### config.mk
export PLATFORM = sky130hd
export DESIGN_NAME = spram_burst_initiator
export DESIGN_NICKNAME = d
export VERILOG_FILES = /design/src/rtl/spram_burst_initiator_pkg.sv /design/src/rtl/spram_burst_initiator_rsp_fifo.sv /design/src/rtl/spram_burst_initiator.sv
export SDC_FILE = /design/constraint.sdc
export NUM_CORES = 1
export LEC_CHECK = 0
export CORE_UTILIZATION = 40
export CTS_BUF_LIST = sky130_fd_sc_hd__clkbuf_4
export DETAILED_ROUTE_END_ITERATION = 8
export PLACE_DENSITY = 0.68
export SETUP_SLACK_MARGIN = 0.3
export SYNTH_ARGS = -nofsm -noshare
export SYNTH_HDL_FRONTEND = slang
export SYNTH_SLANG_ARGS = --single-unit
### constraint.sdc
create_clock -name clk -period 7.7 [get_ports clk]
set_input_delay 1.54 -clock clk [delete_from_list [all_inputs] [get_ports clk]]
set_output_delay 1.54 -clock clk [all_outputs]
set_load 0.05 [all_outputs]
### src/rtl/spram_burst_initiator_pkg.sv
// Shared types and constants for the SPRAM burst initiator and its response FIFO.
package spram_burst_initiator_pkg;

  typedef enum logic [1:0] {
    ST_IDLE  = 2'd0,
    ST_RD    = 2'd1,
    ST_WR    = 2'd2,
    ST_DRAIN = 2'd3
  } state_t;

  localparam int FIFO_DEPTH = 3;
  localparam int FIFO_CW    = 2;

  // A request length of 0 means one beat; anything above the maximum is clamped.
  function automatic int len_clamp(input int len, input int max_len);
    if (len == 0) return 1;
    if (len > max_len) return max_len;
    return len;
  endfunction

endpackage

### src/rtl/spram_burst_initiator_rsp_fifo.sv
// Three-entry synchronous FIFO holding {last, data} read beats between the SPRAM
// read port and the response interface.
module spram_burst_initiator_rsp_fifo
  import spram_burst_initiator_pkg::*;
#(
  parameter int DWIDTH = 32
) (
  input  logic               clk,
  input  logic               resetn,
  input  logic               push,
  input  logic [DWIDTH-1:0]  push_data,
  input  logic               push_last,
  input  logic               pop,
  output logic [DWIDTH-1:0]  head_data,
  output logic               head_last,
  output logic [FIFO_CW-1:0] count
);

  logic [DWIDTH:0]      mem [FIFO_DEPTH];
  logic [FIFO_CW-1:0]   wr_ptr;
  logic [FIFO_CW-1:0]   rd_ptr;

  function automatic logic [FIFO_CW-1:0] ptr_inc(input logic [FIFO_CW-1:0] p);
    return (p == FIFO_CW'(FIFO_DEPTH - 1)) ? '0 : p + 1'b1;
  endfunction

  always_ff @(posedge clk) begin
    if (push) mem[wr_ptr] <= {push_last, push_data};
  end

  always_ff @(posedge clk or negedge resetn) begin
    if (!resetn) begin
      wr_ptr <= '0;
      rd_ptr <= '0;
      count  <= '0;
    end else begin
      if (push) wr_ptr <= ptr_inc(wr_ptr);
      if (pop)  rd_ptr <= ptr_inc(rd_ptr);
      case ({push, pop})
        2'b10:   count <= count + 1'b1;
        2'b01:   count <= count - 1'b1;
        default: count <= count;
      endcase
    end
  end

  assign head_data = mem[rd_ptr][DWIDTH-1:0];
  assign head_last = mem[rd_ptr][DWIDTH];

  overflow_chk: assert property (@(posedge clk) disable iff (!resetn)
    !(push && !pop && count == FIFO_CW'(FIFO_DEPTH)));

endmodule

### src/rtl/spram_burst_initiator.sv
// Burst read/write initiator for a single-port byte-enabled SPRAM with 1-cycle read
// latency; read beats return through a small FIFO so back-pressure never drops data.
//
// state | meaning
// IDLE  | ready for a request
// RD    | issuing read addresses while the response FIFO has room
// WR    | one RAM write per accepted write beat
// DRAIN | all reads issued, waiting for the last beat to be consumed
module spram_burst_initiator
  import spram_burst_initiator_pkg::*;
#(
  parameter int AWIDTH   = 10,
  parameter int DWIDTH   = 32,
  parameter int MAXBURST = 8,
  localparam int LWIDTH  = $clog2(MAXBURST) + 1,
  localparam int BWIDTH  = DWIDTH / 8
) (
  input  logic              clk,
  input  logic              resetn,
  input  logic              req_valid,
  output logic              req_ready,
  input  logic              req_we,
  input  logic [AWIDTH-1:0] req_addr,
  input  logic [LWIDTH-1:0] req_len,
  input  logic [BWIDTH-1:0] req_byteen,
  input  logic              wdata_valid,
  output logic              wdata_ready,
  input  logic [DWIDTH-1:0] wdata,
  output logic              rsp_valid,
  input  logic              rsp_ready,
  output logic [DWIDTH-1:0] rsp_data,
  output logic              rsp_last,
  output logic              busy,
  output logic [AWIDTH-1:0] ram_address,
  output logic              ram_wren,
  output logic [DWIDTH-1:0] ram_data,
  output logic [BWIDTH-1:0] ram_byteen,
  input  logic [DWIDTH-1:0] ram_out
);

  state_t              state, state_nxt;
  logic [AWIDTH-1:0]   addr_q;
  logic [LWIDTH-1:0]   rem_q;
  logic [LWIDTH-1:0]   len_eff;
  logic                rdi_q, rdi_last_q;
  logic                inf_q, inf_last_q;
  logic [FIFO_CW-1:0]  fifo_count;
  logic [2:0]          occ;
  logic                accept, issue, pop;

  assign len_eff = LWIDTH'(len_clamp(int'(req_len), MAXBURST));
  assign accept  = req_valid && req_ready;
  assign pop     = rsp_valid && rsp_ready;

  // Reads sit two cycles in the RAM pipe (address stage, data stage) before landing in
  // the FIFO, so both count against its space; a pop this cycle frees one slot, which is
  // what lets a burst sustain one beat per cycle with rsp_ready held high.
  assign occ   = 3'(fifo_count) + 3'(rdi_q) + 3'(inf_q) - 3'(pop);
  assign issue = (state == ST_RD) && (occ < 3'(FIFO_DEPTH));

  always_ff @(posedge clk or negedge resetn) begin
    if (!resetn) state <= ST_IDLE;
    else         state <= state_nxt;
  end

  always_comb begin
    state_nxt   = state;
    req_ready   = 1'b0;
    wdata_ready = 1'b0;
    ram_wren    = 1'b0;
    case (state)
      ST_IDLE: begin
        req_ready = 1'b1;
        if (req_valid) begin
          if (req_we)                      state_nxt = ST_WR;
          else if (len_eff == LWIDTH'(1))  state_nxt = ST_DRAIN;
          else                             state_nxt = ST_RD;
        end
      end
      ST_RD: begin
        if (issue && rem_q == LWIDTH'(1)) state_nxt = ST_DRAIN;
      end
      ST_WR: begin
        wdata_ready = 1'b1;
        ram_wren    = wdata_valid;
        if (wdata_valid && rem_q == LWIDTH'(1)) state_nxt = ST_IDLE;
      end
      ST_DRAIN: begin
        if (!rdi_q && !inf_q && fifo_count == '0) state_nxt = ST_IDLE;
      end
      default: state_nxt = ST_IDLE;
    endcase
  end

  // Acceptance loads the first address straight onto the RAM port; for reads that
  // counts as the first issue.
  always_ff @(posedge clk or negedge resetn) begin
    if (!resetn) begin
      ram_address <= '0;
      ram_byteen  <= '0;
      addr_q      <= '0;
      rem_q       <= '0;
      rdi_q       <= 1'b0;
      rdi_last_q  <= 1'b0;
      inf_q       <= 1'b0;
      inf_last_q  <= 1'b0;
    end else begin
      rdi_q      <= 1'b0;
      rdi_last_q <= 1'b0;
      inf_q      <= rdi_q;
      inf_last_q <= rdi_last_q;
      if (accept) begin
        ram_address <= req_addr;
        addr_q      <= req_addr + 1'b1;
        ram_byteen  <= req_byteen;
        if (req_we) begin
          rem_q <= len_eff;
        end else begin
          rem_q      <= len_eff - 1'b1;
          rdi_q      <= 1'b1;
          rdi_last_q <= (len_eff == LWIDTH'(1));
        end
      end else if (issue) begin
        ram_address <= addr_q;
        addr_q      <= addr_q + 1'b1;
        rem_q       <= rem_q - 1'b1;
        rdi_q       <= 1'b1;
        rdi_last_q  <= (rem_q == LWIDTH'(1));
      end else if (ram_wren) begin
        ram_address <= addr_q;
        addr_q      <= addr_q + 1'b1;
        rem_q       <= rem_q - 1'b1;
      end
    end
  end

  spram_burst_initiator_rsp_fifo #(.DWIDTH(DWIDTH)) u_rsp_fifo (
    .clk       (clk),
    .resetn    (resetn),
    .push      (inf_q),
    .push_data (ram_out),
    .push_last (inf_last_q),
    .pop       (pop),
    .head_data (rsp_data),
    .head_last (rsp_last),
    .count     (fifo_count)
  );

  assign rsp_valid = (fifo_count != '0);
  assign busy      = (state != ST_IDLE) || (fifo_count != '0);
  assign ram_data  = wdata;

endmodule
Word-level counts from Yosys, hierarchy flattened
Memory sizes are Yosys's and may differ from the RTL's.
Index checks and enable logic that the tools add are counted.
- reduce and logical (&&, ||, !) cells: 18
- multipliers: 0
- equal/unequal tests: 13
- shifts and indexed selects: 0
- add/sub/neg operators: 11
- mux-type cells: 38
- bitwise operators: 0
- divide/modulo/power cells: 0
- $lt $le $gt $ge: 2
- operators with widths (operator ; number):
    10-bit 2-to-1 mux ; 6
    4-bit 2-to-1 mux ; 7
    10-bit by 1-bit adder with 10-bit output (second input constant) ; 2
    2-bit 2-to-1 mux ; 8
    1-bit 2-to-1 mux ; 15
    2-bit == test (second input constant) ; 5
    4-bit by 1-bit == test with 1-bit output (second input constant) ; 2
    2-bit case mux with 4 select lines ; 1
    4-bit by 1-bit subtractor with 4-bit output (second input constant) ; 2
    1-bit logical AND ; 7
    2-bit by 1-bit adder with 2-bit output (second input constant) ; 3
    2-bit inequality test (second input constant) ; 3
    2-bit nonzero test ; 3
    2-bit by 1-bit == test with 1-bit output (second input constant) ; 2
    4-bit > comparator (second input constant) ; 1
    2-bit logical NOT ; 2
    4-bit logical NOT ; 1
    2-bit case mux with 2 select lines ; 1
    4-bit AND reduction ; 1
    2-bit by 1-bit adder with 3-bit output ; 1
    3-bit by 1-bit adder with 3-bit output ; 1
    3-bit by 2-bit < comparator with 1-bit output (second input constant) ; 1
    3-bit nonzero test ; 1
    3-bit by 1-bit subtractor with 3-bit output ; 1
    4 further kinds ; 5
- memory bits (writable): 99
- memories kept: 1
- memory bits (read-only): 0
- flip-flop bits (word level): 40
- latch bits: 0
- memory list (name ; words ; width ; rd ports ; clocked after Yosys merged registers in ; wr ports ; line ; RTL):
    u_rsp_fifo.mem ; 3 ; 33 ; 1 ; 0 ; 1 ; spram_burst_initiator_rsp_fifo.sv:19 ; logic [DWIDTH:0] mem [FIFO_DEPTH];

Longest topological paths before layout
- depth in word-level cells: 10
- depth in mapped cells: 11

By module
A second synthesis with hierarchy kept.
- cells, all modules: 497
- area total of the unflattened synthesis: 6261.0 um^2
- by module, submodules not included (module ; area each (um^2) ; times used ; sequential area each (um^2) ; cells an instance):
    spram_burst_initiator_rsp_fifo ; 3962.6 ; 1 ; 3123.0 ; 232
    spram_burst_initiator ; 2298.5 ; 1 ; 850.8 ; 265

Worst setup path before layout
No wires, ideal clock.
- kind: input to register
- start: in rsp_ready
- end: reg rem_q[3]
- stages on the path: 11
- data arrival time: 3.857 ns
- data required time: 7.571 ns
- path slack: 3.714 ns
- path buffers: 1
- cell sequence: o21ai_0 -> inv_1 -> ha_1 -> fa_1 -> inv_1 -> fa_1 -> nor2b_1 -> o32a_1 -> buf_6 -> a311oi_1 -> a21oi_1
- cells in the longest elaborated chain, start to end: 6
- elaborated cells between the ends (all ways): 7
- classes of those cells: 1 x add/sub; 1 x order compare; 2 x mux; 3 x reduce/logical
- ends and longest elaborated chain (what ; line ; RTL):
    start: declaration ; spram_burst_initiator.sv:30 ; input logic rsp_ready,
    1-bit logical AND * ; spram_burst_initiator.sv:53 ; assign pop = rsp_valid && rsp_ready;
    net pop ; spram_burst_initiator.sv:49 ; logic accept, issue, pop;
    3-bit by 1-bit subtractor with 3-bit output * ; spram_burst_initiator.sv:58 ; assign occ = 3'(fifo_count) + 3'(rdi_q) + 3'(inf_q) - 3'(pop);
    3-bit by 2-bit < comparator with 1-bit output * ; spram_burst_initiator.sv:59 ; assign issue = (state == ST_RD) && (occ < 3'(FIFO_DEPTH));
    1-bit logical AND * ; spram_burst_initiator.sv:59 ;
    4-bit 2-to-1 mux ; spram_burst_initiator.sv:123 ; end else if (issue) begin
    4-bit 2-to-1 mux ; spram_burst_initiator.sv:112 ; if (accept) begin
    end signal: assignment ; spram_burst_initiator.sv:117 ; rem_q <= len_eff;
    end signal: assignment ; spram_burst_initiator.sv:119 ; rem_q <= len_eff - 1'b1;
    end signal: assignment ; spram_burst_initiator.sv:126 ; rem_q <= rem_q - 1'b1;
    end: declaration ; spram_burst_initiator.sv:43 ; logic [LWIDTH-1:0] rem_q;
Mark *: on every way through the listed nets, which the timed path passes. The rest lies on a longest branch.
A chain may end at the register's enable or synchronous reset.

Worst setup path in the final report
- start: in wdata_valid
- end: out ram_wren
- cells in the longest elaborated chain, start to end: 1
- ends and longest elaborated chain (what ; line ; RTL):
    start: declaration ; spram_burst_initiator.sv:26 ; input logic wdata_valid,
    1-bit 2-to-1 mux ; spram_burst_initiator.sv:71 ; case (state)
    end: declaration ; spram_burst_initiator.sv:35 ; output logic ram_wren,
Every way passes these cells.

==> reports/results.ini <==
[status]
status = completed

[floorplan]
core_um2 = 15200
rows = 45
initial_core_util = 0.4110
die_x_um = 127.0
io_pins = 172
die_h_um = 127.0
dieArea_um2 = 16130

[detailed_routing]
ant_nets = 0
drc = 0
drt_iter0_drc = 230
first_pass_iters = 4
num_vias = 4066
viasPerCell = 5.267
wl_per_cell_um = 16.20
wl_mm = 12.51

[final_layout]
drive_gt1_frac = 0.08733
finalInstanceArea_um2 = 7550
area_growth_pct = 20.82
n_antenna_cell = 0
multi_input_area_um2 = 1871
final_nets = 671
seq_area_um2 = 3976
stdcell_count = 772
fillerInstances = 1321

[sta]
post-route-period-util = 0.5922
period_needed_ns = 4.560
relSlewSlack = 0.2622
hold_ws_ns = 0.3632
finClkSkew_ns = 0.01795
tns_ns = 0
worst_slew_pin_slew_ns = 1.107
finalSetupViolations = 0
fmax_mhz = 219.3
final_hold_viol_count = 0
rsz0062_at_grt = no
slew_violations = 0

[hold_path]
hold_path_class = reg2reg
min_from = rdi_last_q

[place]
hpwlAfterDp_mm = 7.907
post_dp_cell_area_um2 = 7246
gp_congestion = 0.8098
dp.cells = 743
numPortBuffers = 107

[critical_path]
required_ns = 6.16
path_class = in2out
critPathMaxFanout = 3
r2r-start = u_rsp_fifo.count[0]
cp.arrival_ns = 3.02
start_kind = input pin
crit_start = wdata_valid
endpoint_kind = output pin

[clock_tree]
cts-htree-levels = 4
clock_latency_ns = 0.52
ctsResizeCount = 0
clock_path_buffers = 2
clk_pin_slew_ns = 0.11
cts-root-buf = clkbuf_4
cts_setup_buffers = 0
cts_tree = yes
ctsHoldBuffers = 0
clock_sinks = 139
cts_made_buffers = 17

[logic_synthesis]
synth_flop_cell = edfxtp_1
synth_edf_count = 99
syn_avg_cell_area_um2 = 12.50
yosys-top-cells-area = edfxtp_1 48%, dfrtp_1 16%, mux2i_1 5.8%
ys_types = 50
syn_inst = 500
yosys.area.top_type = edfxtp_1
synth_common_cells = 99 x edfxtp_1, 72 x nand2_1, 40 x dfrtp_1, 36 x mux2i_1, 36 x o21ai_0
synth_warnings = 0
synth_top_area_frac = 0.4758
synth_nets = 597
async_reset_ff_frac = 0.2878
syn-cell-area_um2 = 6248
ys_ff_latch = 139
ys_seq_area_frac = 0.6360
yosysMostFrequentCell = edfxtp_1

[grt]
grt_pass1_wl_mm = 20.59
antenna_found_initial = 0
grtUsageTotal = 0.1657
grt-ovfl-total = 0
first_global_vias = 4129
grt_max_degree = 69

[power]
irDropWorstVdd_v = 0.0002412
power.density_nw_per_um2 = 434.1
p_leak_nw = 2.798

[job]
cap_viol_max_count = 0

[layer usage]
layer / GRT usage / part of all wire / vias to the layer above
met3: 0.05067 / 0.057 / 11
met5: 0 / 0 / -
li1: - / - / 1920
met4: 0.06232 / 0.0088 / 0
met1: 0.2033 / 0.45 / 2000
met2: 0.2757 / 0.48 / 135
[report_power, final]
part	switching, mW	internal [mW]
Clock	0.252	0.252
Sequential	0.192	0.999
Combinational	1.02	0.561
[cell usage in the layout (no fill, tap or decap), types with 7 or more instances in the layout]
cell / count
nand2_1: 72
dfrtp_1: 38
ha_1: 7
xnor2_1: 8
o21ai_0: 36
clkbuf_4: 17
nor3_1: 7
mux2i_1: 36
nor2_1: 20
edfxtp_1: 99
a21oi_1: 16
clkdlybuf4s50_1: 106
inv_1: 18
[per-stage QoR]
step	setup WS, ns	util	power, mW
after global placement	2.901	0.4766	2.764
after global routing	3.030	0.4966	3.476
after detailed placement	2.784	0.4766	2.802
final	3.140	0.4966	3.277
after CTS	3.129	0.4966	3.312
after floorplan	3.714	-	2.350
[cell families (layout without fill, tap and decap cells)]
| group | after synthesis | in the layout | share of synthesized area |
|---|---|---|---|
| DFF | 139 | 139 | 0.6360 |
| and+or+nand+nor | 131 | 131 | 0.09752 |
| AOI/OAI and AO/OA | 99 | 99 | 0.1015 |
| buffers and inverters | 74 | 158 | 0.06848 |
| muxes | 40 | 40 | 0.06488 |
| adders and majority gates | 9 | 9 | 0.02042 |
| xor gates and xnor gates | 8 | 8 | 0.01121 |
[state kept, by name (all words and copies together), names as in the netlist, 2 cells and up]
register / cells
addr_q: 10
ram_address: 10
ram_byteen: 4
rem_q: 4
state: 2
u_rsp_fifo.count: 2
u_rsp_fifo.mem: 99
u_rsp_fifo.rd_ptr: 2
u_rsp_fifo.wr_ptr: 2
[final timing paths]
path,depth (start not counted),slack (ns),end
max,3,3.14,ram_wren
min,0,0.36,inf_last_q
max reg2reg,10,4.16,addr_q[7]
min reg2reg,0,0.36,inf_last_q
max in group asynchronous,1,5.92,u_rsp_fifo.rd_ptr[0]
min in group asynchronous,1,1.14,ram_address[6]
[critical path: stages]
cell and delay [ns]:
clkdlybuf4s50_1 0.51, and3_1 0.17, clkdlybuf4s50_1 0.80
[final cells by class]
type                            count  area share
Timing Repair Buffer              111      0.1452
Clock inverter                     12     0.02337
Sequential cell                   139      0.5267
Tap cell                          188     0.03116
Inverter                           18    0.008949
Clock buffer                       17     0.01690
Multi-Input combinational cell    287      0.2478
Power figures use the tool's default switching activity.
